$ cat src/rtl/syscall_unit_pkg.sv
// Shared constants, FSM state encoding and the register bundle for syscall_unit.
package syscall_unit_pkg;

   localparam int unsigned WORD_W     = 16;
   localparam int unsigned SYSREGS_W  = 48;
   localparam int unsigned TRIG_AW    = 10;
   localparam int unsigned TRIG_IDX_W = 17;
   localparam int unsigned TRIG_DEPTH = 720;
   localparam int unsigned STR_MAX    = 256;
   localparam int unsigned CNT_W      = 9;

   // sysregs = {b, a, code}
   localparam int unsigned CODE_LSB = 0;
   localparam int unsigned A_LSB    = 16;
   localparam int unsigned B_LSB    = 32;

   localparam logic [WORD_W-1:0] SYS_HALT    = 16'd0;
   localparam logic [WORD_W-1:0] SYS_STORE   = 16'd1;
   localparam logic [WORD_W-1:0] SYS_LOAD    = 16'd2;
   localparam logic [WORD_W-1:0] SYS_PUTNUM  = 16'd3;
   localparam logic [WORD_W-1:0] SYS_PUTCHAR = 16'd4;
   localparam logic [WORD_W-1:0] SYS_PUTSTR  = 16'd5;
   localparam logic [WORD_W-1:0] SYS_VACT    = 16'd6;
   localparam logic [WORD_W-1:0] SYS_VCLR    = 16'd7;
   localparam logic [WORD_W-1:0] SYS_VWRITE  = 16'd8;
   localparam logic [WORD_W-1:0] SYS_SIN     = 16'd9;
   localparam logic [WORD_W-1:0] SYS_COS     = 16'd10;

   typedef enum logic [2:0] {
      S_IDLE, S_MRD, S_TRD, S_EMIT, S_SRD, S_SEMIT, S_DONE
   } state_t;

   // Every flop of the unit: FSM bookkeeping plus all registered outputs.
   typedef struct packed {
      state_t              state;
      logic                phase;
      logic                trig_oor;
      logic [CNT_W-1:0]    cnt;
      logic                busy;
      logic                halted;
      logic                load_signal;
      logic [WORD_W-1:0]   load_data;
      logic [WORD_W-1:0]   mem_addr;
      logic [WORD_W-1:0]   mem_wdata;
      logic                mem_we;
      logic                mem_re;
      logic [TRIG_AW-1:0]  trig_addr;
      logic                trig_re;
      logic                video_activate;
      logic                video_clear;
      logic                video_write;
      logic [WORD_W-1:0]   video_addr;
      logic [WORD_W-1:0]   video_data;
      logic                out_valid;
      logic                out_is_num;
      logic [WORD_W-1:0]   out_data;
   } regs_t;

   // Codes whose result is delivered through load_data/load_signal.
   function automatic logic is_load_code(input logic [WORD_W-1:0] code);
      return (code == SYS_LOAD) || (code == SYS_SIN) || (code == SYS_COS);
   endfunction

endpackage

$ cat src/rtl/syscall_unit_if.sv
// Bus bundle between the syscall unit (master) and cpu/memory/trig/vga/text side (slave).
interface syscall_unit_if;
   import syscall_unit_pkg::*;

   logic                 sys_signal;
   logic [SYSREGS_W-1:0] sysregs;
   logic                 busy;
   logic                 halted;
   logic                 load_signal;
   logic [WORD_W-1:0]    load_data;
   logic [WORD_W-1:0]    mem_addr;
   logic [WORD_W-1:0]    mem_wdata;
   logic                 mem_we;
   logic                 mem_re;
   logic [WORD_W-1:0]    mem_rdata;
   logic [TRIG_AW-1:0]   trig_addr;
   logic                 trig_re;
   logic [WORD_W-1:0]    trig_rdata;
   logic                 video_activate;
   logic                 video_clear;
   logic                 video_write;
   logic [WORD_W-1:0]    video_addr;
   logic [WORD_W-1:0]    video_data;
   logic                 out_valid;
   logic                 out_is_num;
   logic [WORD_W-1:0]    out_data;
   logic                 out_ready;

   modport master (
      input  sys_signal, sysregs, mem_rdata, trig_rdata, out_ready,
      output busy, halted, load_signal, load_data,
      output mem_addr, mem_wdata, mem_we, mem_re, trig_addr, trig_re,
      output video_activate, video_clear, video_write, video_addr, video_data,
      output out_valid, out_is_num, out_data
   );

   modport slave (
      output sys_signal, sysregs, mem_rdata, trig_rdata, out_ready,
      input  busy, halted, load_signal, load_data,
      input  mem_addr, mem_wdata, mem_we, mem_re, trig_addr, trig_re,
      input  video_activate, video_clear, video_write, video_addr, video_data,
      input  out_valid, out_is_num, out_data
   );

endinterface

$ cat src/rtl/syscall_unit_edge_detect.sv
// Rising-edge detector on the syscall request level.
module syscall_edge_detect (
   input  logic clk,
   input  logic clear,
   input  logic sig,
   output logic rise_c
);

   logic prev_q, prev_d;

   // Previous level follows the input every cycle.
   always_comb prev_d = sig;

   // Previous-level register, cleared so a level high at release counts as an edge.
   always_ff @(posedge clk or posedge clear) begin
      if (clear) prev_q <= 1'b0;
      else       prev_q <= prev_d;
   end

   assign rise_c = sig & ~prev_q;

endmodule

$ cat src/rtl/syscall_unit.sv
// Syscall sequencer: decodes sysregs and drives memory, trig, vga and text output.
module syscall_unit
   import syscall_unit_pkg::*;
(
   input logic            clk,
   input logic            clear,
   syscall_unit_if.master bus
);

   regs_t                  r_q, r_d;
   logic                   sys_rise_c;
   logic [WORD_W-1:0]      code_c, arg_a_c, arg_b_c;
   logic [TRIG_IDX_W-1:0]  trig_idx_c;
   logic                   trig_oor_c;

   syscall_edge_detect u_edge (
      .clk    (clk),
      .clear  (clear),
      .sig    (bus.sys_signal),
      .rise_c (sys_rise_c)
   );

   // Field decode and 17-bit trig index (no wrap on 2a+1).
   always_comb begin
      code_c     = bus.sysregs[CODE_LSB +: WORD_W];
      arg_a_c    = bus.sysregs[A_LSB +: WORD_W];
      arg_b_c    = bus.sysregs[B_LSB +: WORD_W];
      trig_idx_c = {arg_a_c, 1'b0} + TRIG_IDX_W'(code_c == SYS_COS);
      trig_oor_c = trig_idx_c >= TRIG_IDX_W'(TRIG_DEPTH);
   end

   // Next-state and output logic; strobes default low so they last one cycle.
   always_comb begin
      r_d                = r_q;
      r_d.mem_we         = 1'b0;
      r_d.mem_re         = 1'b0;
      r_d.trig_re        = 1'b0;
      r_d.video_activate = 1'b0;
      r_d.video_clear    = 1'b0;
      r_d.video_write    = 1'b0;
      case (r_q.state)
         S_IDLE: begin
            if (sys_rise_c && !r_q.halted) begin
               r_d.busy  = 1'b1;
               r_d.phase = 1'b0;
               r_d.state = S_DONE;
               if (!is_load_code(code_c)) r_d.load_signal = 1'b0;
               case (code_c)
                  SYS_HALT:  r_d.halted = 1'b1;
                  SYS_STORE: begin
                     r_d.mem_we    = 1'b1;
                     r_d.mem_addr  = arg_a_c;
                     r_d.mem_wdata = arg_b_c;
                  end
                  SYS_LOAD: begin
                     r_d.mem_re   = 1'b1;
                     r_d.mem_addr = arg_a_c;
                     r_d.state    = S_MRD;
                  end
                  SYS_PUTNUM: begin
                     r_d.out_valid  = 1'b1;
                     r_d.out_is_num = 1'b1;
                     r_d.out_data   = arg_a_c;
                     r_d.state      = S_EMIT;
                  end
                  SYS_PUTCHAR: begin
                     r_d.out_valid  = 1'b1;
                     r_d.out_is_num = 1'b0;
                     r_d.out_data   = {8'h00, arg_a_c[7:0]};
                     r_d.state      = S_EMIT;
                  end
                  SYS_PUTSTR: begin
                     r_d.mem_re   = 1'b1;
                     r_d.mem_addr = arg_a_c;
                     r_d.cnt      = '0;
                     r_d.state    = S_SRD;
                  end
                  SYS_VACT: r_d.video_activate = 1'b1;
                  SYS_VCLR: r_d.video_clear    = 1'b1;
                  SYS_VWRITE: begin
                     r_d.video_write = 1'b1;
                     r_d.video_addr  = arg_a_c;
                     r_d.video_data  = arg_b_c;
                  end
                  SYS_SIN, SYS_COS: begin
                     r_d.trig_oor = trig_oor_c;
                     r_d.trig_re  = !trig_oor_c;
                     if (!trig_oor_c) r_d.trig_addr = TRIG_AW'(trig_idx_c);
                     r_d.state    = S_TRD;
                  end
                  default: ;
               endcase
            end
         end
         // phase 0: strobe cycle; phase 1: read data is valid
         S_MRD: begin
            if (!r_q.phase) r_d.phase = 1'b1;
            else begin
               r_d.load_data   = bus.mem_rdata;
               r_d.load_signal = 1'b1;
               r_d.state       = S_DONE;
            end
         end
         S_TRD: begin
            if (!r_q.phase) r_d.phase = 1'b1;
            else begin
               r_d.load_data   = r_q.trig_oor ? '0 : bus.trig_rdata;
               r_d.load_signal = 1'b1;
               r_d.state       = S_DONE;
            end
         end
         S_EMIT: begin
            if (bus.out_ready) begin
               r_d.out_valid = 1'b0;
               r_d.state     = S_DONE;
            end
         end
         S_SRD: begin
            if (!r_q.phase) r_d.phase = 1'b1;
            else if (bus.mem_rdata == '0) r_d.state = S_DONE;
            else begin
               r_d.out_valid  = 1'b1;
               r_d.out_is_num = 1'b0;
               r_d.out_data   = {8'h00, bus.mem_rdata[7:0]};
               r_d.state      = S_SEMIT;
            end
         end
         S_SEMIT: begin
            if (bus.out_ready) begin
               r_d.out_valid = 1'b0;
               r_d.cnt       = r_q.cnt + CNT_W'(1);
               if ((r_q.cnt + CNT_W'(1)) == CNT_W'(STR_MAX)) r_d.state = S_DONE;
               else begin
                  r_d.mem_re   = 1'b1;
                  r_d.mem_addr = r_q.mem_addr + WORD_W'(1);
                  r_d.phase    = 1'b0;
                  r_d.state    = S_SRD;
               end
            end
         end
         S_DONE: begin
            r_d.busy  = 1'b0;
            r_d.state = S_IDLE;
         end
         default: r_d.state = S_IDLE;
      endcase
   end

   // State and output registers; clear aborts any syscall in flight.
   always_ff @(posedge clk or posedge clear) begin
      if (clear) r_q <= '0;
      else       r_q <= r_d;
   end

   assign bus.busy           = r_q.busy;
   assign bus.halted         = r_q.halted;
   assign bus.load_signal    = r_q.load_signal;
   assign bus.load_data      = r_q.load_data;
   assign bus.mem_addr       = r_q.mem_addr;
   assign bus.mem_wdata      = r_q.mem_wdata;
   assign bus.mem_we         = r_q.mem_we;
   assign bus.mem_re         = r_q.mem_re;
   assign bus.trig_addr      = r_q.trig_addr;
   assign bus.trig_re        = r_q.trig_re;
   assign bus.video_activate = r_q.video_activate;
   assign bus.video_clear    = r_q.video_clear;
   assign bus.video_write    = r_q.video_write;
   assign bus.video_addr     = r_q.video_addr;
   assign bus.video_data     = r_q.video_data;
   assign bus.out_valid      = r_q.out_valid;
   assign bus.out_is_num     = r_q.out_is_num;
   assign bus.out_data       = r_q.out_data;

endmodule

$ cat src/flat_wrapper.sv
// flat-port wrapper written by rule: the top's interface ports become plain ports
module syscall_unit_flat import syscall_unit_pkg::*;
  (clk, clear, bus_sys_signal, bus_sysregs, bus_mem_rdata, bus_trig_rdata, bus_out_ready, bus_busy, bus_halted, bus_load_signal, bus_load_data, bus_mem_addr, bus_mem_wdata, bus_mem_we, bus_mem_re, bus_trig_addr, bus_trig_re, bus_video_activate, bus_video_clear, bus_video_write, bus_video_addr, bus_video_data, bus_out_valid, bus_out_is_num, bus_out_data);
  syscall_unit_if bus_i ();
  input logic clk;
  input logic clear;
  input wire logic [$bits(bus_i.sys_signal)-1:0] bus_sys_signal;
  input wire logic [$bits(bus_i.sysregs)-1:0] bus_sysregs;
  input wire logic [$bits(bus_i.mem_rdata)-1:0] bus_mem_rdata;
  input wire logic [$bits(bus_i.trig_rdata)-1:0] bus_trig_rdata;
  input wire logic [$bits(bus_i.out_ready)-1:0] bus_out_ready;
  output wire logic [$bits(bus_i.busy)-1:0] bus_busy;
  output wire logic [$bits(bus_i.halted)-1:0] bus_halted;
  output wire logic [$bits(bus_i.load_signal)-1:0] bus_load_signal;
  output wire logic [$bits(bus_i.load_data)-1:0] bus_load_data;
  output wire logic [$bits(bus_i.mem_addr)-1:0] bus_mem_addr;
  output wire logic [$bits(bus_i.mem_wdata)-1:0] bus_mem_wdata;
  output wire logic [$bits(bus_i.mem_we)-1:0] bus_mem_we;
  output wire logic [$bits(bus_i.mem_re)-1:0] bus_mem_re;
  output wire logic [$bits(bus_i.trig_addr)-1:0] bus_trig_addr;
  output wire logic [$bits(bus_i.trig_re)-1:0] bus_trig_re;
  output wire logic [$bits(bus_i.video_activate)-1:0] bus_video_activate;
  output wire logic [$bits(bus_i.video_clear)-1:0] bus_video_clear;
  output wire logic [$bits(bus_i.video_write)-1:0] bus_video_write;
  output wire logic [$bits(bus_i.video_addr)-1:0] bus_video_addr;
  output wire logic [$bits(bus_i.video_data)-1:0] bus_video_data;
  output wire logic [$bits(bus_i.out_valid)-1:0] bus_out_valid;
  output wire logic [$bits(bus_i.out_is_num)-1:0] bus_out_is_num;
  output wire logic [$bits(bus_i.out_data)-1:0] bus_out_data;
  assign bus_i.sys_signal = bus_sys_signal;
  assign bus_i.sysregs = bus_sysregs;
  assign bus_i.mem_rdata = bus_mem_rdata;
  assign bus_i.trig_rdata = bus_trig_rdata;
  assign bus_i.out_ready = bus_out_ready;
  assign bus_busy = bus_i.busy;
  assign bus_halted = bus_i.halted;
  assign bus_load_signal = bus_i.load_signal;
  assign bus_load_data = bus_i.load_data;
  assign bus_mem_addr = bus_i.mem_addr;
  assign bus_mem_wdata = bus_i.mem_wdata;
  assign bus_mem_we = bus_i.mem_we;
  assign bus_mem_re = bus_i.mem_re;
  assign bus_trig_addr = bus_i.trig_addr;
  assign bus_trig_re = bus_i.trig_re;
  assign bus_video_activate = bus_i.video_activate;
  assign bus_video_clear = bus_i.video_clear;
  assign bus_video_write = bus_i.video_write;
  assign bus_video_addr = bus_i.video_addr;
  assign bus_video_data = bus_i.video_data;
  assign bus_out_valid = bus_i.out_valid;
  assign bus_out_is_num = bus_i.out_is_num;
  assign bus_out_data = bus_i.out_data;
  syscall_unit u_core (.clk(clk), .clear(clear), .bus(bus_i));
endmodule
$ cat config.mk
export PLATFORM = sky130hd
export DESIGN_NAME = syscall_unit_flat
export DESIGN_NICKNAME = d
export VERILOG_FILES = /design/src/rtl/syscall_unit_pkg.sv /design/src/rtl/syscall_unit_if.sv /design/src/rtl/syscall_unit_edge_detect.sv /design/src/rtl/syscall_unit.sv /design/src/flat_wrapper.sv
export SDC_FILE = /design/constraint.sdc
export NUM_CORES = 1
export LEC_CHECK = 0
export ABC_CLOCK_PERIOD_IN_PS = 6270
export CORE_MARGIN = 3
export CORE_UTILIZATION = 25
export DETAILED_ROUTE_END_ITERATION = 16
export GPL_ROUTABILITY_DRIVEN = 0
export PLACE_DENSITY_LB_ADDON = 0.08
export SLEW_MARGIN = 10
export SYNTH_ARGS = -nofsm -noshare
export SYNTH_HDL_FRONTEND = slang
export SYNTH_SLANG_ARGS = --single-unit
$ cat constraint.sdc
create_clock -name clk -period 6.27 [get_ports clk]
set_input_delay 1.5675 -clock clk [delete_from_list [all_inputs] [get_ports clk]]
set_output_delay 1.5675 -clock clk [all_outputs]
set_load 0.05 [all_outputs]
==> results.yml, run 1 <==
status:
  outcome: "finished clean"
floorplanning:
  initial_utilization_pct: 25.72
  die-area_sq_um: 31050
  num_rows: 61
  coreArea_sq_um: 28160
  die_y_um: 176.2
  ios: 201
  die_x_um: 176.2
sta:
  clock_skew_ps: 10.43
  max_slew_margin_pct: 24.67
  setup_ws_ps: 1955
  final-hold-violation-count: 0
  worst_pin_slew_ps: 1127
  setup_viol_count_final: 0
  drv_slew: 0
  rsz0062_at_grt: "false"
  min_period_ps: 4315
  max_freq_mhz: 231.7
  post-route-period-util_pct: 68.82
  finalSetupTns_ps: 0
placed_design:
  detailedPlace.worstSlack_ps: 1440
  dp_hpwl_mm: 16.60
  io_buffers: 200
worst_setup_path:
  critPathMaxStageDelay_ps: 960
  crit_chain: "clkdlybuf4s50_1 -> or4_1 -> nor3_4 -> nand3_1 -> nor3_2 -> mux2_2"
  cp_max_fo: 11
  crit_type: "input port to flip-flop"
  critPathLaunch: "bus_sysregs[10]"
  r2r-start: "u_core.r_q[129]"
  r2r_cells: 5
  end_kind: "flip-flop"
  ff2ff_setup_slack_ps: 3120
  endpoint: "u_core.bus.trig_addr[5]"
  arrival_ps: 4610
  startpoint_type: "input port"
  r2r-end: "u_core.bus.trig_addr[5]"
  worstPathRequired_ps: 6570
  cpMaxStageDelayCell: "nor3_2"
synth:
  synth_area_per_cell_sq_um: 10.23
  synth_most_common_cell: "dfrtp_1"
  synth_ff_type: "dfrtp_1"
  syn-num-nets: 794
  synthArstFlopShare_pct: 100.0
  synth.area.top_cells: "dfrtp_1 46%, buf_4 11%, mux2_2 8.9%"
  synth-edff-count: 0
  ys_ff_latch: 132
  yosysTopAreaCell: "dfrtp_1"
  postSynthCellCount: 708
  synth-warning-count: 0
  synth_top_area_share_pct: 45.60
  netlist_area_sq_um: 7243
  synth_cell_type_count: 68
  synth_commonest_cells: "132 x dfrtp_1, 106 x buf_4, 57 x mux2_2"
  seq_area_frac_synth_pct: 45.60
route:
  routed-via-count: 5689
  wire_per_inst_um: 19.51
  drtPass1Iterations: 5
  ant_nets: 0
  drc: 0
  viasPerCell: 4.833
  routed_wl_mm: 22.97
  drtIter0Drc: 354
clock_tree:
  root_buffer: "clkbuf_16"
  hold_buffers: 0
  cts_made_buffers: 17
  tritoncts: "done"
  h-tree-depth: 4
  clockBufferDepth: 2
  path_clk_slew_ps: 60
  clkLatencyLatePin_ps: 420
  cts_setup_buffers: 0
  clock-sinks: 132
  postCtsResizedCells: 0
layout:
  final_nets: 872
  area_growth_pct: 29.38
  drive_above_1_share_pct: 15.64
  diodes: 0
pwr:
  power.leakage_nw: 3.975
  intPower_w: 0.001975
  ir_worst_vdd_uv: 142.1
  netSwitchingPower_w: 0.001310
  switching_share_pct: 39.87
  pwr-share-seq_pct: 34.3
  combinationalPowerShare_pct: 34.9
  p_per_area_nw_per_um2: 350.6
  power.share.clock_pct: 30.8
global_route:
  antenna_found_initial: 0
  grt_pass1_vias: 5819
  track_usage_pct: 14.66
  grt_max_degree: 107
  overflow: 0
  grt_pass1_wl_mm: 35.29
worst_hold_path:
  min-delay-path-class: "flip-flop to flip-flop"
  holdPathStages: 2
run:
  maxCapViolCount: 0
-- critical path, delay by kind of cell --
family / cells / cell delay [ps]
AND/OR/NAND/NOR: 4 / 2180
buffers and inverters: 1 / 440
multiplexers: 1 / 420
-- flip-flops by register name, indices dropped and copies added, names as in the netlist --
register and flops:
u_core.bus.load_data 16, u_core.bus.mem_addr 16, u_core.bus.mem_wdata 16, u_core.bus.out_data 16, u_core.bus.video_addr 16, u_core.bus.video_data 16, u_core.r_q 14, u_core.bus.trig_addr 10
u_core.bus.busy 1, u_core.bus.halted 1, u_core.bus.load_signal 1, u_core.bus.mem_re 1, u_core.bus.mem_we 1, u_core.bus.out_is_num 1, u_core.bus.out_valid 1, u_core.bus.trig_re 1
u_core.bus.video_activate 1, u_core.bus.video_clear 1, u_core.bus.video_write 1, u_core.u_edge.prev_q 1
-- power by group through the flow --
stage | sequential [W] | clock [W] | combinational (W)
after floorplan | 0.00108 | 0 | 0.000940
after global routing | 0.00115 | 0.00108 | 0.00124
final | 0.00113 | 0.00101 | 0.00115
after detailed placement | 0.00114 | 0 | 0.00115
after CTS | 0.00113 | 0.00104 | 0.00116
after global placement | 0.00114 | 0 | 0.00115
-- how the worst min path moves through the flow --
| stage | end | slack (ps) | startpoint |
|---|---|---|---|
| 6_report | u_core.bus.load_data[9] | 480 | u_core.bus.load_data[9] |
| 4_1_cts | u_core.bus.load_data[5] | 490 | u_core.bus.load_data[5] |
| 3_3_place_gp | u_core.bus.load_data[5] | 470 | u_core.bus.load_data[5] |
| 3_5_place_dp | u_core.bus.load_data[5] | 470 | u_core.bus.load_data[5] |
| 2_1_floorplan | u_core.bus.load_data[0] | 450 | u_core.bus.load_data[0] |
| 5_1_grt | u_core.bus.load_data[10] | 500 | u_core.bus.load_data[10] |
-- placed cells by master (no fill, tap or decap), types with 17 or more instances in the layout --
cell and instances:
a21oi_1 36, clkbuf_16 17, clkdlybuf4s50_1 200, dfrtp_1 132, mux2_2 57, nand2_1 54
nand3_1 18, nor2_1 29, nor3b_1 19, o21ai_0 49
-- cell families after synthesis --
logic type      count (synthesis)  share of synthesized area [%]
mux                            69                          11.14
simple gates                  195                          14.79
flops                         132                          45.60
buf+inv                       152                          13.84
xor+xnor                        3                         0.3628
fa+ha+maj                       2                         0.3454
compound gates                155                          13.92
-- metal layers --
| layer | track usage, % | vias to the layer above | share of wire (%) |
|---|---|---|---|
| met4 | 3.563 | 0 | 0.95 |
| met3 | 3.333 | 13 | 6.0 |
| met5 | 0 | - | 0 |
| met1 | 19.72 | 2870 | 45 |
| li1 | - | 2603 | - |
| met2 | 23.97 | 203 | 48 |
-- final cells by class --
class | count | area [sq um]
Clock inverter | 14 | 152.6
Sequential cell | 132 | 3303
Multi-Input combinational cell | 424 | 2950
Inverter | 7 | 31.28
Clock buffer | 18 | 429.2
Tap cell | 378 | 473.0
Timing Repair Buffer | 204 | 2032
Fill cell | 2823 | 18790
-- metrics by stage --
| stage | power [W] | instances | hold WS, ps | cell area, sq um | utilization (%) |
|---|---|---|---|---|---|
| CTS | 0.003327 | 1177 | 489.3 | 9371 | 33.28 |
| detailed placement | 0.002296 | 1145 | 473.8 | 8790 | 31.21 |
| finish | 0.003285 | 1177 | 481.4 | 9371 | 33.28 |
| global route | 0.003465 | 1177 | 502.6 | 9371 | 33.28 |
| global placement | 0.002286 | 1145 | 466.3 | 8790 | 31.21 |
| floorplan | 0.002024 | 708 | 451.0 | 7243 | - |
Note: power is estimated with default switching activity, not from simulation.
==> run 2, diff against run 1 <==
ABC_CLOCK_PERIOD_IN_PS = 4050   (was 6270)
clock period = 4.05 ns   (was 6.27 ns; I/O delays follow)
==> run 2 against run 1 <==
Final cell count is 1.3% higher. Clock skew hardly changed. Die area stayed put. Register-to-register slack worse by 2000 ps. Final area is 2.2% higher. Worst setup slack worse by 1200 ps. Sequential cell count stayed put. Hold slack better by 1.7 ps. Count of clock-buffer cells in the layout stayed put. Highest routed layer unchanged.
==> results.yml, run 2 (synthesis gave the netlist of run 1 again) <==
status:
  outcome: "finished clean"
sta:
  post-route-period-util_pct: 82.58
  final-hold-violation-count: 0
  setup_ws_ps: 705.5
  drv_slew: 0
  worst_pin_slew_ps: 1102
  holdWs_ps: 483.1
  finalSetupTns_ps: 0
  min_period_ps: 3345
  rsz0062_at_grt: "false"
  setup_viol_count_final: 0
  max_freq_mhz: 299.0
  max_slew_margin_pct: 26.33
  clock_skew_ps: 10.64
placed_design:
  detailedPlace.worstSlack_ps: 237.5
  io_buffers: 200
  dp_hpwl_mm: 17.10
  place_inst: 1160
worst_setup_path:
  ff2ff_setup_slack_ps: 1120
  crit_type: "input port to flip-flop"
  r2r_cells: 4
  worstPathRequired_ps: 4360
  r2r-end: "u_core.bus.mem_addr[10]"
  arrival_ps: 3650
  cp_max_fo: 8
  end_kind: "flip-flop"
  startpoint_type: "input port"
  r2r-start: "u_core.r_q[130]"
clock_tree:
  cts_setup_buffers: 0
  postCtsResizedCells: 0
  cts_made_buffers: 17
  root_buffer: "clkbuf_16"
  h-tree-depth: 4
  clockBufferDepth: 2
  tritoncts: "done"
  clkLatencyLatePin_ps: 430
  hold_buffers: 0
  path_clk_slew_ps: 70
  clock-sinks: 132
layout:
  layout_common_cells: "200 x clkdlybuf4s50_1, 132 x dfrtp_1, 57 x mux2_2"
  diodes: 0
  drive_above_1_share_pct: 17.32
  stdcell_count: 1192
  area_growth_pct: 32.29
  layout_commonest_cell: "clkdlybuf4s50_1"
  final_nets: 887
global_route:
  grt_pass1_vias: 5946
  antenna_found_initial: 0
  grt_pass1_wl_mm: 36.07
  overflow: 0
  grt_max_degree: 89
  track_usage_pct: 15.04
pwr:
  p_per_area_nw_per_um2: 551.5
  combinationalPowerShare_pct: 34.0
  pwr-share-seq_pct: 33.0
  netSwitchingPower_w: 0.002054
  total_power_w: 0.005285
  intPower_w: 0.003230
  switching_share_pct: 38.87
  ir_worst_vdd_uv: 242.2
  power.share.clock_pct: 33.0
  power.leakage_nw: 4.093
floorplanning:
  die-area_sq_um: 31050
  die_x_um: 176.2
  num_rows: 61
  initial_utilization_pct: 25.72
  die_y_um: 176.2
  ios: 201
  coreArea_sq_um: 28160
route:
  ant_nets: 0
  drc: 0
  drtIter0Drc: 369
  viasPerCell: 4.751
  routed_wl_mm: 23.30
  wire_per_inst_um: 19.54
  drtPass1Iterations: 5
  routed-via-count: 5663
worst_hold_path:
  holdPathStages: 2
  min-delay-path-class: "flip-flop to flip-flop"
  hold_end: "u_core.bus.load_data[9]"
  min-delay-start: "u_core.bus.load_data[9]"
run:
  maxCapViolCount: 0
[run 2: cell types whose count changed in the layout (fill, tap and decap cells not counted), sizes merged]
cell	before	now
inv	11	13
buf	4	19
clkinv	5	2
bufinv	2	4
clkinvlp	3	2
[run 2: final cells by class]
type	instances	area, sq um
Timing Repair Buffer	219	2170
Sequential cell	132	3303
Fill cell	2821	18580
Tap cell	378	473.0
Inverter	7	30.03
Clock buffer	18	439.2
Clock inverter	14	216.5
Multi-Input combinational cell	424	2950
[run 2: power groups by stage]
| stage | Clock, W | Combinational, W | Sequential (W) |
|---|---|---|---|
| finish | 0.00174 | 0.00180 | 0.00174 |
| CTS | 0.00179 | 0.00182 | 0.00174 |
| global placement | 0 | 0.00180 | 0.00176 |
| floorplan | 0 | 0.00146 | 0.00168 |
| global route | 0.00186 | 0.00194 | 0.00178 |
| detailed placement | 0 | 0.00181 | 0.00176 |
[run 2: metrics by stage]
step	instance area, sq um	utilization [%]
floorplan	7247	-
global placement	8926	31.69
detailed placement	8926	31.69
CTS	9582	34.02
global route	9582	34.02
finish	9582	34.02
[run 2: per-layer routing]
metal / GRT usage (%) / up-vias / share of wire, %
met2: 24.73 / 202 / 48
li1: - / 2625 / -
met1: 19.82 / 2808 / 45
met3: 3.398 / 28 / 5.6
met5: 0 / - / 0
met4: 4.454 / 0 / 1.9
[run 2: critical path, cell delays in order]
cell,delay [ps]
clkdlybuf4s50_1,450
or4_1,630
nor4_1,550
nor4b_1,410
o21ai_2,130
buf_4,190
mux2_2,270
[run 2: worst max-delay path by stage]
stage	from	to	slack (ps)	cells after the start
CTS	bus_sysregs[10]	u_core.bus.out_data[0]	670	7
finish	bus_sysregs[10]	u_core.bus.out_data[0]	710	7
detailed placement	bus_sysregs[10]	u_core.bus.out_data[6]	240	7
floorplan	bus_sysregs[14]	u_core.bus.mem_wdata[0]	920	7
global placement	bus_sysregs[10]	u_core.bus.out_data[2]	290	7
global route	bus_sysregs[10]	u_core.bus.out_data[0]	440	7
==> run 3, diff against run 2 <==
ABC_CLOCK_PERIOD_IN_PS = 2900   (was 4050)
clock period = 2.9 ns   (was 4.05 ns; I/O delays follow)
==> run 3 against run 2 <==
Via count grew 3.9%. Global-route usage grew 0.17 points. Count of clock-buffer cells in the layout is the same. Final cell count grew 3.9%. Clock power grew 28%. Critical endpoint is now u_core.bus.mem_wdata[1]. Sequential power grew 36%. Register-to-register slack lost 580 ps. Core utilization grew 1.2 points. Combinational power grew 47%. Final area grew 3.7%. Largest power group unchanged. Critical path depth grew 1.
==> results.yml, run 3 (synthesis gave the netlist of run 1 again) <==
worst_setup_path:
  worstPathRequired_ps: 3200
  crit_chain: "clkdlybuf4s50_1 -> or4_4 -> nor3_4 -> buf_12 -> nand2_4 -> or4_4 -> buf_12 -> mux2_4"
  cp_max_fo: 17
  cpMaxStageDelayCell: "or4_4"
  cpLargestDelayFamily: "simple AND/OR/NAND/NOR gates"
  critPathMaxStageDelay_ps: 590
  startpoint_type: "input port"
  end_kind: "flip-flop"
  arrival_ps: 3140
  crit_buf_inv: 3
  crit_type: "input port to flip-flop"
layout:
  area_growth_pct: 37.12
  final_nets: 934
  diodes: 0
  layout_commonest_cell: "clkdlybuf4s50_1"
  drive_above_1_share_pct: 21.84
  layout_common_cells: "200 x clkdlybuf4s50_1, 132 x dfrtp_1, 60 x buf_4"
global_route:
  antenna_found_initial: 0
  track_usage_pct: 15.21
  overflow: 0
  grt_pass1_vias: 6102
  grt_max_degree: 49
  grt_pass1_wl_mm: 36.90
floorplanning:
  die_x_um: 176.2
  initial_utilization_pct: 25.72
  ios: 201
  coreArea_sq_um: 28160
  num_rows: 61
  die-area_sq_um: 31050
  die_y_um: 176.2
run:
  maxCapViolCount: 0
clock_tree:
  cts_made_buffers: 17
  path_clk_slew_ps: 70
  clockBufferDepth: 2
  tritoncts: "done"
  h-tree-depth: 4
  hold_buffers: 0
  root_buffer: "clkbuf_16"
  clock-sinks: 132
  clkLatencyLatePin_ps: 420
route:
  ant_nets: 0
  drtPass1Iterations: 5
  viasPerCell: 4.747
  drtIter0Drc: 302
  routed-via-count: 5882
  wire_per_inst_um: 19.07
  routed_wl_mm: 23.62
  drc: 0
sta:
  holdWs_ps: 482.4
  setup_viol_count_final: 0
  clock_skew_ps: 13.21
  post-route-period-util_pct: 97.83
  drv_slew: 0
  rsz0062_at_grt: "false"
  max_slew_margin_pct: 30.73
  worst_pin_slew_ps: 1036
  min_period_ps: 2837
  max_freq_mhz: 352.5
  final-hold-violation-count: 0
pwr:
  ir_worst_vdd_uv: 418.5
  power.leakage_nw: 4.307
  p_per_area_nw_per_um2: 729.6
  total_power_w: 0.007246
worst_hold_path:
  min-delay-path-class: "flip-flop to flip-flop"
placed_design:
  dp_hpwl_mm: 17.94
  io_buffers: 200
status:
  outcome: "finished clean"
-- run 3: tightest hold or removal path: stages (launching register included) --
cell     delay [ps]
dfrtp_1         340
nand2_1          50
o21ai_0          60
-- run 3: routing by layer --
| layer | GRT usage, % | up-vias | part of all wire [%] |
|---|---|---|---|
| met1 | 20.73 | 2945 | 46 |
| li1 | - | 2726 | - |
| met3 | 3.828 | 18 | 6.0 |
| met2 | 24.57 | 193 | 47 |
| met4 | 3.101 | 0 | 1.2 |
| met5 | 0 | - | 0 |
-- run 3: final cells by class --
class,instances,area (sq um)
clock buffers,18,429.2
flip-flops and latches,132,3303
multi-input cells,424,2954
repair buffers,266,2572
fillers,2797,18230
well taps,378,473.0
inverters,7,30.03
clock inverters,14,170.2
-- run 3: timing repair --
item / 4_1_cts / 5_1_grt
pin swaps: 1 / 0
gates resized for setup: 0 / 1
buffers inserted: 1 / 0
setup endpoints to repair: 12 / 17
-- run 3: final timing paths --
path | from | to | slack, ps | cells after the start
min in group asynchronous | clear | u_core.bus.mem_re | 670 | 2
worst min-delay path | u_core.bus.load_data[2] | u_core.bus.load_data[2] | 480 | 2
worst max register to register | u_core.r_q[121] | u_core.bus.mem_addr[4] | 540 | 6
worst max-delay path | bus_sysregs[10] | u_core.bus.mem_wdata[1] | 60 | 8
max in group asynchronous | clear | u_core.bus.video_addr[7] | 1630 | 3
worst min register to register | u_core.bus.load_data[2] | u_core.bus.load_data[2] | 480 | 2
-- run 3: report_power, final --
| part | switching (W) | internal, W |
|---|---|---|
| sequential | 0.000242 | 0.00212 |
| combinational | 0.00170 | 0.000957 |
| clock | 0.000935 | 0.00129 |
-- run 3: per-stage QoR --
step | instances | area [sq um] | setup TNS (ps) | setup WS [ps] | utilization, %
CTS | 1239 | 9928 | 0 | 5.095 | 35.25
global placement | 1206 | 9309 | -23790 | -412.0 | 33.05
global route | 1239 | 9932 | 0 | 9.967 | 35.27
floorplan | 708 | 7247 | 0 | 61.69 | -
finish | 1239 | 9932 | 0 | 62.95 | 35.27
detailed placement | 1206 | 9309 | -28030 | -471.4 | 33.05
